`src/rtl/ssd_readback.sv`:
```
// Seven-segment readback: waits for a stable anode/segment pattern,
// decodes it and keeps per-digit captured values with status flags.
module ssd_readback #(
  parameter int NUM_DIGITS    = 4,
  parameter int STABLE_CYCLES = 8,
  parameter int CNT_W         = 4
) (
  input  logic                    clk,
  input  logic                    rst_n,
  input  logic [NUM_DIGITS-1:0]   an_n,
  input  logic [6:0]              ssd_pins,
  input  logic                    err_clr,
  output logic [4*NUM_DIGITS-1:0] digits,
  output logic [NUM_DIGITS-1:0]   digit_valid,
  output logic [NUM_DIGITS-1:0]   blank,
  output logic                    update,
  output logic                    err_pattern,
  output logic                    err_anode
);

  localparam int SW = NUM_DIGITS + 7;
  localparam logic [CNT_W-1:0] LAST = CNT_W'(STABLE_CYCLES - 1);
  localparam logic [NUM_DIGITS-1:0] ONE = NUM_DIGITS'(1);

  logic [SW-1:0]           samp;
  logic [SW-1:0]           din;
  logic [CNT_W-1:0]        cnt;
  logic                    done;
  logic                    fire;
  logic [NUM_DIGITS-1:0]   an;
  logic [6:0]              pins;
  logic                    onehot;
  logic                    multi;
  logic                    is_num;
  logic                    is_blank;
  logic [3:0]              val;
  logic [4*NUM_DIGITS-1:0] nxt_d;
  logic [NUM_DIGITS-1:0]   nxt_v;
  logic [NUM_DIGITS-1:0]   nxt_b;
  logic                    changed;
  logic                    set_p;
  logic                    set_a;

  assign din  = {an_n, ssd_pins};
  assign an   = ~samp[SW-1:7];
  assign pins = samp[6:0];
  assign fire = (cnt == LAST) && !done;

  assign onehot = (an != '0) && ((an & (an - ONE)) == '0);
  assign multi  = (an != '0) && !onehot;

  always_comb begin
    is_num   = 1'b1;
    is_blank = 1'b0;
    val      = 4'd0;
    case (pins)
      7'h40: val = 4'd0;
      7'h79: val = 4'd1;
      7'h24: val = 4'd2;
      7'h30: val = 4'd3;
      7'h19: val = 4'd4;
      7'h12: val = 4'd5;
      7'h02: val = 4'd6;
      7'h78: val = 4'd7;
      7'h00: val = 4'd8;
      7'h10: val = 4'd9;
      7'h7f: begin
        is_num   = 1'b0;
        is_blank = 1'b1;
      end
      default: is_num = 1'b0;
    endcase
  end

  always_comb begin
    nxt_d = digits;
    nxt_v = digit_valid;
    nxt_b = blank;
    if (fire && onehot) begin
      for (int k = 0; k < NUM_DIGITS; k++) begin
        if (an[k]) begin
          if (is_num) nxt_d[4*k +: 4] = val;
          nxt_v[k] = is_num;
          nxt_b[k] = is_blank;
        end
      end
    end
  end

  assign changed = (nxt_d != digits) ||
                   (nxt_v != digit_valid) ||
                   (nxt_b != blank);
  assign set_p = fire && onehot && !is_num && !is_blank;
  assign set_a = fire && multi;

  always_ff @(posedge clk or negedge rst_n) begin
    if (!rst_n) begin
      samp        <= '1;
      cnt         <= '0;
      done        <= 1'b1;
      digits      <= '0;
      digit_valid <= '0;
      blank       <= '0;
      update      <= 1'b0;
      err_pattern <= 1'b0;
      err_anode   <= 1'b0;
    end else begin
      // a fresh run on the commit edge must still clear done
      if (fire) done <= 1'b1;
      if (din == samp) begin
        if (cnt != LAST) cnt <= cnt + 1'b1;
      end else begin
        samp <= din;
        cnt  <= '0;
        done <= 1'b0;
      end
      digits      <= nxt_d;
      digit_valid <= nxt_v;
      blank       <= nxt_b;
      update      <= fire && changed;
      err_pattern <= set_p | (err_pattern & ~err_clr);
      err_anode   <= set_a | (err_anode & ~err_clr);
    end
  end

endmodule
```
`config.mk`:
```
export PLATFORM = sky130hd
export DESIGN_NAME = ssd_readback
export DESIGN_NICKNAME = d
export VERILOG_FILES = /design/src/rtl/ssd_readback.sv
export SDC_FILE = /design/constraint.sdc
export NUM_CORES = 1
export LEC_CHECK = 0
export BUFFER_PORTS_ARGS = -buffer_cell sky130_fd_sc_hd__buf_4
export CAP_MARGIN = 5
export CORE_MARGIN = 10
export CORE_UTILIZATION = 56
export DETAILED_ROUTE_END_ITERATION = 7
export PLACE_DENSITY = 0.79
export SETUP_SLACK_MARGIN = 0.15
export SLEW_MARGIN = 20
export SYNTH_ARGS = -nofsm -noshare
export SYNTH_HDL_FRONTEND = slang
export SYNTH_SLANG_ARGS = --single-unit
```
`constraint.sdc`:
```
create_clock -name clk -period 2.5 [get_ports clk]
set_input_delay 0.5 -clock clk [delete_from_list [all_inputs] [get_ports clk]]
set_output_delay 0.5 -clock clk [all_outputs]
set_load 0.02 [all_outputs]
```
==> results of run 1 <==
==> worst max-delay path, delay by kind of cell, from the launching register on <==
kind | cells | cell delay (ps)
flip-flops | 1 | 410
AO/OA/AOI/OAI | 4 | 950
buffers and inverters | 1 | 140
multiplexers | 1 | 150
AND/OR/NAND/NOR | 2 | 500
==> final timing paths <==
kind,startpoint,to,slack [ps],depth (start not counted)
max in group asynchronous,rst_n,samp[2]$_DFFE_PN1N_,1950,1
hold / removal,rst_n,digits[6]$_DFF_PN0_,180,1
hold reg to reg,done$_DFFE_PN1P_,done$_DFFE_PN1P_,480,2
setup reg to reg,samp[1]$_DFFE_PN1N_,update$_DFF_PN0_,210,8
min in group clk,an_n[1],samp[8]$_DFFE_PN1N_,310,1
setup / recovery,samp[1]$_DFFE_PN1N_,update$_DFF_PN0_,210,8
==> layer usage <==
layer  share of wire, %  vias to the layer above  track usage, %  wire length, µm
li1                   -                     1009               -                -
met1                 42                     1033           22.65             2685
met2                 47                      113           24.75             2994
met3                8.7                        9           3.500              549
met4                1.8                        0           6.138              112
met5                  0                        -               0                0
==> where the power goes <==
group | internal (mW) | switching, mW
Sequential | 0.713 | 0.0238
Clock | 0.221 | 0.242
Combinational | 0.0504 | 0.0613
Total | 0.984 | 0.327
==> final cells by class <==
| class | instances | area [µm²] |
|---|---|---|
| multi-input combinational | 193 | 1285 |
| fill | 317 | 1126 |
| sequential | 43 | 1091 |
| timing repair buffer | 57 | 437.9 |
| clock buffer | 6 | 82.58 |
| tap | 50 | 62.56 |
| inverter | 5 | 18.77 |
| clock inverter | 2 | 11.26 |
==> sequential cells by signal (all words and copies together), names as in the netlist <==
register	flops
blank	4
done	1
digits	16
update	1
samp	11
err_anode	1
err_pattern	1
digit_valid	4
cnt	4
==> cells by family (layout without fill, tap and decap cells) <==
| kind of cell | count (synthesis) | in the layout | share of synthesized area, % |
|---|---|---|---|
| multiplexers | 2 | 2 | 0.8214 |
| XOR/XNOR | 21 | 21 | 7.546 |
| adder cells (fa/ha/maj) | 1 | 1 | 0.5133 |
| AND/OR/NAND/NOR | 103 | 103 | 22.59 |
| AO/OA/AOI/OAI | 66 | 66 | 18.69 |
| flip-flops | 43 | 43 | 44.76 |
| buffers and inverters | 26 | 70 | 5.082 |
==> synthesized netlist by cell type (4+ instances only) <==
cell type / count / area (µm²)
clkbuf_1: 11 / 41.29
nand2_1: 47 / 176.4
a21oi_1: 5 / 25.02
nand2b_1: 4 / 25.02
nor2_1: 15 / 56.30
o21ai_0: 29 / 145.1
dfstp_2: 12 / 315.3
inv_1: 5 / 18.77
xnor2_1: 6 / 52.55
nand3_1: 8 / 40.04
nor4_1: 4 / 25.02
dfrtp_1: 31 / 775.7
buf_2: 6 / 30.03
xor2_1: 15 / 131.4
o22ai_1: 4 / 25.02
==> per-stage QoR <==
stage	hold WS [ps]	cells	total power, mW	cell area [µm²]
4_1_cts	190.1	345	1.303	2841
5_1_grt	209.6	356	1.362	2989
3_5_place_dp	472.5	337	0.8420	2740
2_1_floorplan	204.4	262	0.8050	2437
6_report	176.1	356	1.311	2989
3_3_place_gp	466.5	337	0.8406	2740
==> repair_timing <==
item,in CTS,in global routing
endpoints found under the setup margin,1,6
gates resized for setup,1,9
pin swaps,0,2
buffers inserted,0,11
==> metrics.log, run 1 <==
INFO  metric run_status = finished clean
INFO  metric final_critical_path_setup_slack = 206.9 ps
INFO  metric synth_enable_flop_cells = 0
INFO  metric ir_worst_vdd = 0.3743 mV
INFO  metric fin_util = 72.64%
INFO  metric timing.setup.critical_path_class = flop to flop
INFO  metric routed_wire_length = 6342 µm
INFO  metric viasPerCell = 6.079
INFO  metric grt_setup_unrepaired = false
INFO  metric drc = 0
INFO  metric maxClockFrequency = 436.1 MHz
INFO  metric final-setup-viol-count = 0
INFO  metric timing.critical_path.cells = buf_4 -> nor4_2 -> a32oi_2 -> o31a_1 -> mux2i_1 -> nand3_1 -> a2111oi_2 -> o2111ai_1
INFO  metric critical-path-slowest-cell = dfstp_2
INFO  metric groute.usage.overall = 16.51%
INFO  metric clk_latency = 300 ps
INFO  metric hold_class = input port to asynchronous set/reset pin
INFO  metric core-area = 4115 µm²
INFO  metric register_bit_count_reported_by_yosys = 43
INFO  metric endpoint_kind = flop
INFO  metric place_congestion = 0.9524
INFO  metric final.setup_skew = 7.077 ps
INFO  metric critical_path_peak_fanout = 6
INFO  metric layout-area-overhead-vs-synth = 22.64%
INFO  metric root_buffer = clkbuf_8
INFO  metric cts_tree = yes
INFO  metric antenna_cells = 0
INFO  metric worst-slew-pin-transition = 662.4 ps
INFO  metric drt-pass1-iter-count = 5
INFO  metric global_route.overflow_total = 0
INFO  metric dp_worst_setup_slack = 70.97 ps
INFO  metric synth_flop_cell = dfrtp_1
INFO  metric die_width = 85.97 µm
INFO  metric clock_tree.buffer_depth = 2
INFO  metric wire_per_inst = 17.81 µm
INFO  metric postSynth.asyncResetShare = 100.0%
INFO  metric leakagePower = 1.335 nW
INFO  metric worstPathArrival = 2460 ps
INFO  metric grt_antenna_before_repair = 0
INFO  metric synthesis.nets = 277
INFO  metric critical_path.max_stage_delay = 410 ps
INFO  metric critPathLaunchType = flop
INFO  metric number_of_hold_violations_in_the_final_report = 0
INFO  metric register_clock_pin_slew_on_the_reported_worst_setup_and_hold_paths = 80 ps
INFO  metric timing_max_transition_violations_final = 0
INFO  metric post_cts_hold_buffer_count = 0
INFO  metric design.final.nets = 320
INFO  metric final_common_cell = buf_4
INFO  metric cts-htree-levels = 2
INFO  metric syn_avg_cell_area = 9.303 µm²
INFO  metric routed-via-count = 2164
INFO  metric worstPathRequired = 2670 ps
INFO  metric grt_max_degree = 44
INFO  metric initial_core_util = 59.23%
INFO  metric rows = 23
INFO  metric synth_area = 2437 µm²
INFO  metric maxCapViolCount = 0
INFO  metric finalSetupTns = 0 ps
INFO  metric yosys_warning_count = 0
INFO  metric die-area = 7391 µm²
INFO  metric port_buffers = 40
INFO  metric dp_hpwl = 4361 µm
INFO  metric number_of_global_route_vias_before_repair = 1975
INFO  metric grt_pass1_wl = 9977 µm
INFO  metric power.density = 438.5 nW/µm²
INFO  metric drt_iter0_drc = 158
INFO  metric drive_gt1_share = 31.70%
INFO  metric num_io_pins = 41
INFO  metric final_cell_mix = 55 x buf_4, 47 x nand2_1, 31 x dfrtp_1, 29 x o21ai_0
INFO  metric final.period_utilization = 91.72%
INFO  metric yosysSeqAreaShare = 44.76%
INFO  metric cts_buffers = 5
INFO  metric ys_types = 57
INFO  metric cts_num_sinks = 43
INFO  metric maxSlewHeadroom = 55.43%
INFO  metric die-height = 85.97 µm
INFO  metric post_synth_inst_count = 262
INFO  metric period_needed = 2293 ps
INFO  metric antenna_left = 0
Note: power is estimated with default switching activity, not from simulation.
==> inputs of run 2 (changes only) <==
- ABC_AREA: default -> 1
- CORE_UTILIZATION: 56 -> 57
- CTS_CLUSTER_DIAMETER: default -> 30
- PLACE_DENSITY: 0.79 -> 0.8
- clock period: 2.5 -> 2.4 ns (I/O delays scaled with it)
==> run 2 against run 1 <==
Net effect: fmax rose by 5.5%; combinational power rose by 32%; design area rose by 17%; sequential cell count did not move; largest cell class unchanged; critical endpoint unchanged; highest routed layer unchanged; clock power rose by 2%; largest power group unchanged; critical path type unchanged.
==> metrics.log, run 2 <==
INFO  metric cts_buffers = 5 (unchanged)
INFO  metric maxSlewHeadroom = 64.02% (was 55.43%)
INFO  metric regMostFlops = digits (unchanged)
INFO  metric antenna_cells = 0 (unchanged)
INFO  metric core-area = 4723 µm² (was 4115 µm²)
INFO  metric reg2reg_capture_point = update$_DFF_PN0_ (unchanged)
INFO  metric timing.setup.critical_path_class = flop to flop (unchanged)
INFO  metric cts_tree = yes (unchanged)
INFO  metric drc = 0 (unchanged)
INFO  metric drive_gt1_share = 32.02% (was 31.70%)
INFO  metric final_cell_mix = 83 x nand2_1, 58 x inv_1, 58 x buf_4, 33 x nand3_1, 31 x dfrtp_1 (was 55 x buf_4, 47 x nand2_1, 31 x dfrtp_1, 29 x o21ai_0)
INFO  metric run_status = finished clean (unchanged)
INFO  metric register_bit_count_reported_by_yosys = 43 (unchanged)
INFO  metric power.density = 392.2 nW/µm² (was 438.5 nW/µm²)
INFO  metric routed_wire_length = 7350 µm (was 6342 µm)
INFO  metric critical_path.max_stage_delay = 600 ps (was 410 ps)
INFO  metric timing.hold.ws = 160.8 ps (was 176.1 ps)
INFO  metric die_width = 89.68 µm (was 85.97 µm)
INFO  metric synth_most_common_cell = nand2_1 (unchanged)
INFO  metric critPathLaunchType = flop (unchanged)
INFO  metric synth_enable_flop_cells = 0 (unchanged)
INFO  metric initial_core_util = 58.60% (was 59.23%)
INFO  metric worst-slew-pin-transition = 539.7 ps (was 662.4 ps)
INFO  metric synthesis.nets = 414 (was 277)
INFO  metric port_buffers = 40 (unchanged)
INFO  metric drt-pass1-iter-count = 6 (was 5)
INFO  metric leakagePower = 2.000 nW (was 1.335 nW)
INFO  metric num_io_pins = 41 (unchanged)
INFO  metric final_critical_path_setup_slack = 226.4 ps (was 206.9 ps)
INFO  metric critical_path_peak_fanout = 6 (unchanged)
INFO  metric final-setup-viol-count = 0 (unchanged)
INFO  metric maxCapViolCount = 0 (unchanged)
INFO  metric layout_top_registers = digits (16), samp (11) (unchanged)
INFO  metric final.period_utilization = 90.57% (was 91.72%)
INFO  metric ys_types = 35 (was 57)
INFO  metric synthTopCellsByCount = 93 x nand2_1, 60 x inv_1, 35 x nand3_1, 35 x nor2_1, 31 x dfrtp_1 (was 47 x nand2_1, 31 x dfrtp_1, 29 x o21ai_0, 15 x nor2_1, 15 x xor2_1)
INFO  metric viasPerCell = 5.434 (was 6.079)
INFO  metric post_cts_hold_buffer_count = 0 (unchanged)
INFO  metric timing_max_transition_violations_final = 0 (unchanged)
INFO  metric critical-path-slowest-cell = dfstp_2 (unchanged)
INFO  metric clk_latency = 300 ps (about the same)
INFO  metric clock_tree.buffer_depth = 2 (unchanged)
INFO  metric post_synth_inst_count = 399 (was 262)
INFO  metric number_of_hold_violations_in_the_final_report = 0 (unchanged)
INFO  metric hold_class = input port to asynchronous set/reset pin (unchanged)
INFO  metric wire_per_inst = 14.05 µm (was 17.81 µm)
INFO  metric endpoint_kind = flop (unchanged)
INFO  metric routed-via-count = 2842 (was 2164)
INFO  metric worstPathRequired = 2580 ps (was 2670 ps)
INFO  metric yosys.area.top_type_share = 28.03% (was 31.83%)
INFO  metric ir_worst_vdd = 0.2680 mV (was 0.3743 mV)
INFO  metric dp_worst_setup_slack = 94.51 ps (was 70.97 ps)
INFO  metric yosys_warning_count = 0 (unchanged)
INFO  metric die-height = 89.68 µm (was 85.97 µm)
INFO  metric fillers = 358 (was 317)
INFO  metric number_of_global_route_vias_before_repair = 2587 (was 1975)
INFO  metric cts_num_sinks = 43 (unchanged)
INFO  metric worstPathArrival = 2350 ps (was 2460 ps)
INFO  metric drt_iter0_drc = 248 (was 158)
INFO  metric register_clock_pin_slew_on_the_reported_worst_setup_and_hold_paths = 80 ps (about the same)
INFO  metric period_needed = 2174 ps (was 2293 ps)
INFO  metric layout-area-overhead-vs-synth = 26.85% (was 22.64%)
INFO  metric root_buffer = clkbuf_8 (unchanged)
INFO  metric finalPower = 1.377 mW (was 1.311 mW)
INFO  metric grt_pass1_wl = 11410 µm (was 9977 µm)
INFO  metric die-area = 8043 µm² (was 7391 µm²)
INFO  metric synth_top_area_cell = dfrtp_1 (unchanged)
INFO  metric timing.critical_path.cells = inv_2 -> nand2_2 -> nor2_4 -> nand2_2 -> nand2_4 -> nor2_8 -> nand3_4 -> buf_6 -> nand4_1 -> nand2_1 -> nor2_1 -> nand3_2 -> nor2_1 -> nand3_1 (was buf_4 -> nor4_2 -> a32oi_2 -> o31a_1 -> mux2i_1 -> nand3_1 -> a2111oi_2 -> o2111ai_1)
INFO  metric synth_flop_cell = dfrtp_1 (unchanged)
INFO  metric design.final.nets = 470 (was 320)
INFO  metric grt_setup_unrepaired = true (was false)
INFO  metric final_cell_area_excluding_filler_cells = 3511 µm² (was 2989 µm²)
INFO  metric global_route.overflow_total = 0 (unchanged)
INFO  metric syn_avg_cell_area = 6.936 µm² (was 9.303 µm²)
INFO  metric final.setup_skew = 6.008 ps (was 7.077 ps)
INFO  metric cts-htree-levels = 2 (unchanged)
INFO  metric yosysSeqAreaShare = 39.42% (was 44.76%)
INFO  metric timing.rr.start = samp[0]$_DFFE_PN1N_ (was samp[1]$_DFFE_PN1N_)
INFO  metric groute.usage.overall = 17.85% (was 16.51%)
INFO  metric antenna_left = 0 (unchanged)
INFO  metric rows = 25 (was 23)
INFO  metric finalSetupTns = 0 ps (unchanged)
INFO  metric place_congestion = 0.8968 (was 0.9524)
INFO  metric synth_area = 2768 µm² (was 2437 µm²)
INFO  metric worst_reg_to_reg_setup_slack = 230 ps (was 210 ps)
INFO  metric ff2ff_path_depth = 14 (was 8)
INFO  metric dp_hpwl = 4979 µm (was 4361 µm)
INFO  metric largest_register_ff_count = 16 (unchanged)
INFO  metric cell_types_with_the_largest_area_share_after_synthesis = dfrtp_1 28%, nand2_1 13%, dfstp_2 11%, inv_1 8.1%, nand3_1 6.3% (was dfrtp_1 32%, dfstp_2 13%, nand2_1 7.2%, o21ai_0 6.0%, xor2_1 5.4%)
INFO  metric grt_max_degree = 44 (unchanged)
INFO  metric postSynth.asyncResetShare = 100.0% (unchanged)
INFO  metric postPlaceCellArea = 3100 µm² (was 2740 µm²)
INFO  metric maxClockFrequency = 460.1 MHz (was 436.1 MHz)
INFO  metric final_common_cell = nand2_1 (was buf_4)
INFO  metric grt_antenna_before_repair = 0 (unchanged)
==> run 2: cell count changes after synthesis, moves of 12 or more <==
cell,change
nand2_1,+46
nand4_1,+16
nor2_1,+20
inv_2,+18
nand3_1,+27
xor2_1,-12
inv_1,+55
==> run 2: how the worst max path moves through the flow <==
| stage | startpoint | endpoint | slack, ps |
|---|---|---|---|
| 5_1_grt | samp[3]$_DFFE_PN1N_ | update$_DFF_PN0_ | 80 |
| 4_1_cts | samp[5]$_DFFE_PN1N_ | update$_DFF_PN0_ | 170 |
| 3_5_place_dp | samp[5]$_DFFE_PN1N_ | update$_DFF_PN0_ | 90 |
| 3_3_place_gp | samp[5]$_DFFE_PN1N_ | update$_DFF_PN0_ | 190 |
| 6_report | samp[0]$_DFFE_PN1N_ | update$_DFF_PN0_ | 230 |
| 2_1_floorplan | samp[5]$_DFFE_PN1N_ | update$_DFF_PN0_ | 550 |
==> run 2: logic make-up (layout without fill, tap and decap cells) <==
group	after synthesis	in the layout	share of synthesized area, %
AOI/OAI and AO/OA	48	48	9.448
DFF	43	43	39.42
adders and majority gates	1	1	0.4520
and+or+nand+nor	208	210	35.71
xor gates and xnor gates	5	5	1.583
buffers and inverters	94	149	13.38
==> run 2: area by class of cell <==
cell class | count | area, µm² | share of cell area (%)
multi-input cells | 264 | 1451 | 41.34
flip-flops and latches | 43 | 1091 | 31.08
repair buffers | 62 | 498.0 | 14.18
inverters | 79 | 296.5 | 8.446
clock buffers | 7 | 86.33 | 2.459
well taps | 67 | 83.83 | 2.388
clock inverters | 1 | 3.754 | 0.1069
==> run 2: report_power, final <==
| group | internal, mW | leakage, nW | switching, mW |
|---|---|---|---|
| Combinational | 0.0570 | 1.39 | 0.0908 |
| Clock | 0.231 | 0.0459 | 0.242 |
| Sequential | 0.742 | 0.559 | 0.0143 |
==> run 2: critical path, delay by kind of cell, from the launching register on <==
kind                   cells  cell delay (ps)
AND/OR/NAND/NOR           12             1190
flip-flops                 1              600
buffers and inverters      2              270
==> run 2: per-layer routing <==
| metal | vias up | part of all wire [%] | GRT usage, % |
|---|---|---|---|
| met2 | 131 | 47 | 28.69 |
| met5 | - | 0 | 0 |
| li1 | 1383 | - | - |
| met3 | 20 | 7.6 | 3.791 |
| met4 | 0 | 2.2 | 6.214 |
| met1 | 1308 | 43 | 23.16 |
==> run 2: timing repair <==
item	4_1_cts	5_1_grt
pin swaps	1	19
gates resized for setup	2	34
cloned	1	1
endpoints found under the setup margin	1	1
setup buffers	0	19
==> run 2: metrics by stage <==
step	util (%)	std cells
final	74.33	523
after detailed placement	65.64	494
after CTS	67.92	503
after floorplan	-	399
after global placement	65.64	494
after global routing	74.33	523
==> inputs of run 3 (changes only) <==
- ABC_AREA: 1 -> default
- CORE_UTILIZATION: 57 -> 52
- PLACE_DENSITY: 0.8 -> 0.75
- clock period: 2.4 -> 2.5 ns (I/O delays scaled with it)
==> run 3 against run 2 <==
Net effect: sequential power is 2.8% lower; design area is 15% lower; worst setup slack gained 38 ps; sequential cell count is the same; largest power group unchanged; critical path type unchanged; critical endpoint unchanged.
==> metrics.log, run 3 (synthesis results as in run 1) <==
INFO  metric share_comb_of_total_power = 9.0% (was 10.7%)
INFO  metric drt_iter0_drc = 130 (was 248)
INFO  metric regMostFlops = digits (unchanged)
INFO  metric crit_path_frequent_cell = and4b_1
INFO  metric final_cell_mix = 55 x buf_4, 47 x nand2_1, 31 x dfrtp_1, 29 x o21ai_0 (was 83 x nand2_1, 58 x inv_1, 58 x buf_4, 33 x nand3_1, 31 x dfrtp_1)
INFO  metric design.final.nets = 319 (was 470)
INFO  metric detail_route.wirelength.met1 = 2656 µm (was 3135 µm)
INFO  metric clock_tree.buffer_depth = 2 (unchanged)
INFO  metric timing.setup.critical_path_class = flop to flop (unchanged)
INFO  metric port_buffers = 40 (unchanged)
INFO  metric largest_register_ff_count = 16 (unchanged)
INFO  metric power.density = 429.5 nW/µm² (was 392.2 nW/µm²)
INFO  metric number_of_hold_violations_in_the_final_report = 0 (unchanged)
INFO  metric crit_start = samp[2]$_DFFE_PN1N_ (was samp[0]$_DFFE_PN1N_)
INFO  metric routed.top_layer = met4 (unchanged)
INFO  metric run_status = finished clean (unchanged)
INFO  metric grt_antenna_before_repair = 0 (unchanged)
INFO  metric period_needed = 2236 ps (was 2174 ps)
INFO  metric switching_share = 25.01% (was 25.23%)
INFO  metric die-area = 7826 µm² (was 8043 µm²)
INFO  metric cts-htree-levels = 2 (unchanged)
INFO  metric root_buffer = clkbuf_8 (unchanged)
INFO  metric clk_latency = 300 ps (about the same)
INFO  metric ir_worst_vdd = 0.3299 mV (was 0.2680 mV)
INFO  metric initial_core_util = 54.84% (was 58.60%)
INFO  metric cts_buffers = 5 (unchanged)
INFO  metric grt_max_degree = 44 (unchanged)
INFO  metric number_of_global_route_vias_before_repair = 1974 (was 2587)
INFO  metric wire_per_inst = 17.20 µm (was 14.05 µm)
INFO  metric global_route.overflow_total = 0 (unchanged)
INFO  metric grt_setup_unrepaired = false (was true)
INFO  metric maxSlewHeadroom = 59.84% (was 64.02%)
INFO  metric worstPathRequired = 2660 ps (was 2580 ps)
INFO  metric routed_wire_length = 6139 µm (was 7350 µm)
INFO  metric drive_gt1_share = 31.80% (was 32.02%)
INFO  metric rows = 24 (was 25)
INFO  metric groute.usage.overall = 15.42% (was 17.85%)
INFO  metric route.met2.wl = 2971 µm (was 3488 µm)
INFO  metric timing.critical_path.cells = and4b_1 -> a32oi_2 -> o31ai_2 -> o2bb2ai_1 -> a221oi_1 -> and4b_1 -> o2111ai_1 (was inv_2 -> nand2_2 -> nor2_4 -> nand2_2 -> nand2_4 -> nor2_8 -> nand3_4 -> buf_6 -> nand4_1 -> nand2_1 -> nor2_1 -> nand3_2 -> nor2_1 -> nand3_1)
INFO  metric die_width = 88.47 µm (was 89.68 µm)
INFO  metric met3_wirelength = 416 µm (was 560 µm)
INFO  metric core-area = 4444 µm² (was 4723 µm²)
INFO  metric viasPerCell = 5.776 (was 5.434)
INFO  metric antenna_left = 0 (unchanged)
INFO  metric final_common_cell = buf_4 (was nand2_1)
INFO  metric endpoint_kind = flop (unchanged)
INFO  metric fin_util = 67.15% (was 74.33%)
INFO  metric critPathLaunchType = flop (unchanged)
INFO  metric final.period_utilization = 89.42% (was 90.57%)
INFO  metric drc = 0 (unchanged)
INFO  metric net_load_switching_power = 320.5 µW (was 347.5 µW)
INFO  metric critical-path-slowest-cell = dfstp_2 (unchanged)
INFO  metric layout-area-overhead-vs-synth = 22.43% (was 26.85%)
INFO  metric routed-via-count = 2062 (was 2842)
INFO  metric maxCapViolCount = 0 (unchanged)
INFO  metric cts_tree = yes (unchanged)
INFO  metric power.share.clock = 33.7% (was 34.4%)
INFO  metric cts_num_sinks = 43 (unchanged)
INFO  metric drt-pass1-iter-count = 4 (was 6)
INFO  metric maxClockFrequency = 447.3 MHz (was 460.1 MHz)
INFO  metric antenna_cells = 0 (unchanged)
INFO  metric grt_pass1_wl = 9522 µm (was 11410 µm)
INFO  metric critical_path_peak_fanout = 8 (was 6)
INFO  metric worst-slew-pin-transition = 598.8 ps (was 539.7 ps)
INFO  metric die-height = 88.47 µm (was 89.68 µm)
INFO  metric critical_path.max_stage_delay = 670 ps (was 600 ps)
INFO  metric leakagePower = 1.329 nW (was 2.000 nW)
INFO  metric dp_hpwl = 4364 µm (was 4979 µm)
INFO  metric final.setup_skew = 9.754 ps (was 6.008 ps)
INFO  metric power_report.internal_total = 961.0 µW (was 1.029 mW)
INFO  metric timing_max_transition_violations_final = 0 (unchanged)
INFO  metric num_io_pins = 41 (unchanged)
INFO  metric register_clock_pin_slew_on_the_reported_worst_setup_and_hold_paths = 80 ps (about the same)
INFO  metric layout_top_registers = digits (16), samp (11) (unchanged)
INFO  metric place_congestion = 0.8791 (was 0.8968)
INFO  metric finalSetupTns = 0 ps (unchanged)
INFO  metric worstPathArrival = 2400 ps (was 2350 ps)
INFO  metric pwr-share-seq = 57.4% (was 54.9%)
INFO  metric hold_class = input port to asynchronous set/reset pin (unchanged)
INFO  metric timing.rr.start = samp[2]$_DFFE_PN1N_ (was samp[0]$_DFFE_PN1N_)
INFO  metric final-setup-viol-count = 0 (unchanged)
## run 3: area by class of cell
class | instances | area, µm²
fill | 380 | 1460
multi-input combinational | 193 | 1310
sequential | 43 | 1091
timing repair buffer | 56 | 417.9
clock buffer | 7 | 76.32
tap | 52 | 65.06
inverter | 5 | 18.77
clock inverter | 1 | 5.005
## run 3: worst max-delay path: cells and delay by family (launching register included)
| family | cells | cell delay, ps |
|---|---|---|
| compound gates | 5 | 920 |
| flops | 1 | 670 |
| simple gates | 2 | 510 |
## run 3: what timing repair did
action / CTS / global route
setup buffers: 3 / 8
resized for setup: 2 / 12
hold buffers: 0 / 0
pin swaps: 0 / 6
setup endpoints to repair: 1 / 1
## run 3: stage by stage
step | instance area, µm² | total power, mW | hold slack (ps) | setup slack (ps) | instances
final | 2984 | 1.282 | 170.5 | 264.4 | 357
after global routing | 2984 | 1.332 | 213.8 | 140.9 | 357
after CTS | 2853 | 1.279 | 195.5 | 185.4 | 349
after detailed placement | 2735 | 0.8404 | 468.2 | 108.8 | 338
after global placement | 2735 | 0.8390 | 467.3 | 141.9 | 338
after floorplan | 2437 | 0.8050 | 204.4 | 347.5 | 262
## run 3: layer usage
| metal | up-vias | global-route usage, % |
|---|---|---|
| li1 | 1005 | - |
| met1 | 984 | 18.94 |
| met2 | 62 | 25.39 |
| met3 | 11 | 4.963 |
| met4 | 0 | 4.405 |
| met5 | - | 0 |
## run 3: worst paths after layout
check	end	slack [ps]	cells after the start
worst max-delay path	update$_DFF_PN0_	260	7
worst min-delay path	digits[7]$_DFF_PN0_	170	1
worst max register to register	update$_DFF_PN0_	260	7
worst min register to register	done$_DFFE_PN1P_	480	2
max in group asynchronous	samp[1]$_DFFE_PN1N_	1940	1
min in group clk	samp[7]$_DFFE_PN1N_	310	1
## run 3: power by group through the flow
stage | Sequential (mW) | Clock (mW) | Combinational [mW]
3_3_place_gp | 0.747 | 0 | 0.0917
2_1_floorplan | 0.728 | 0 | 0.0765
4_1_cts | 0.734 | 0.446 | 0.0993
3_5_place_dp | 0.748 | 0 | 0.0924
6_report | 0.735 | 0.432 | 0.115
5_1_grt | 0.738 | 0.467 | 0.127
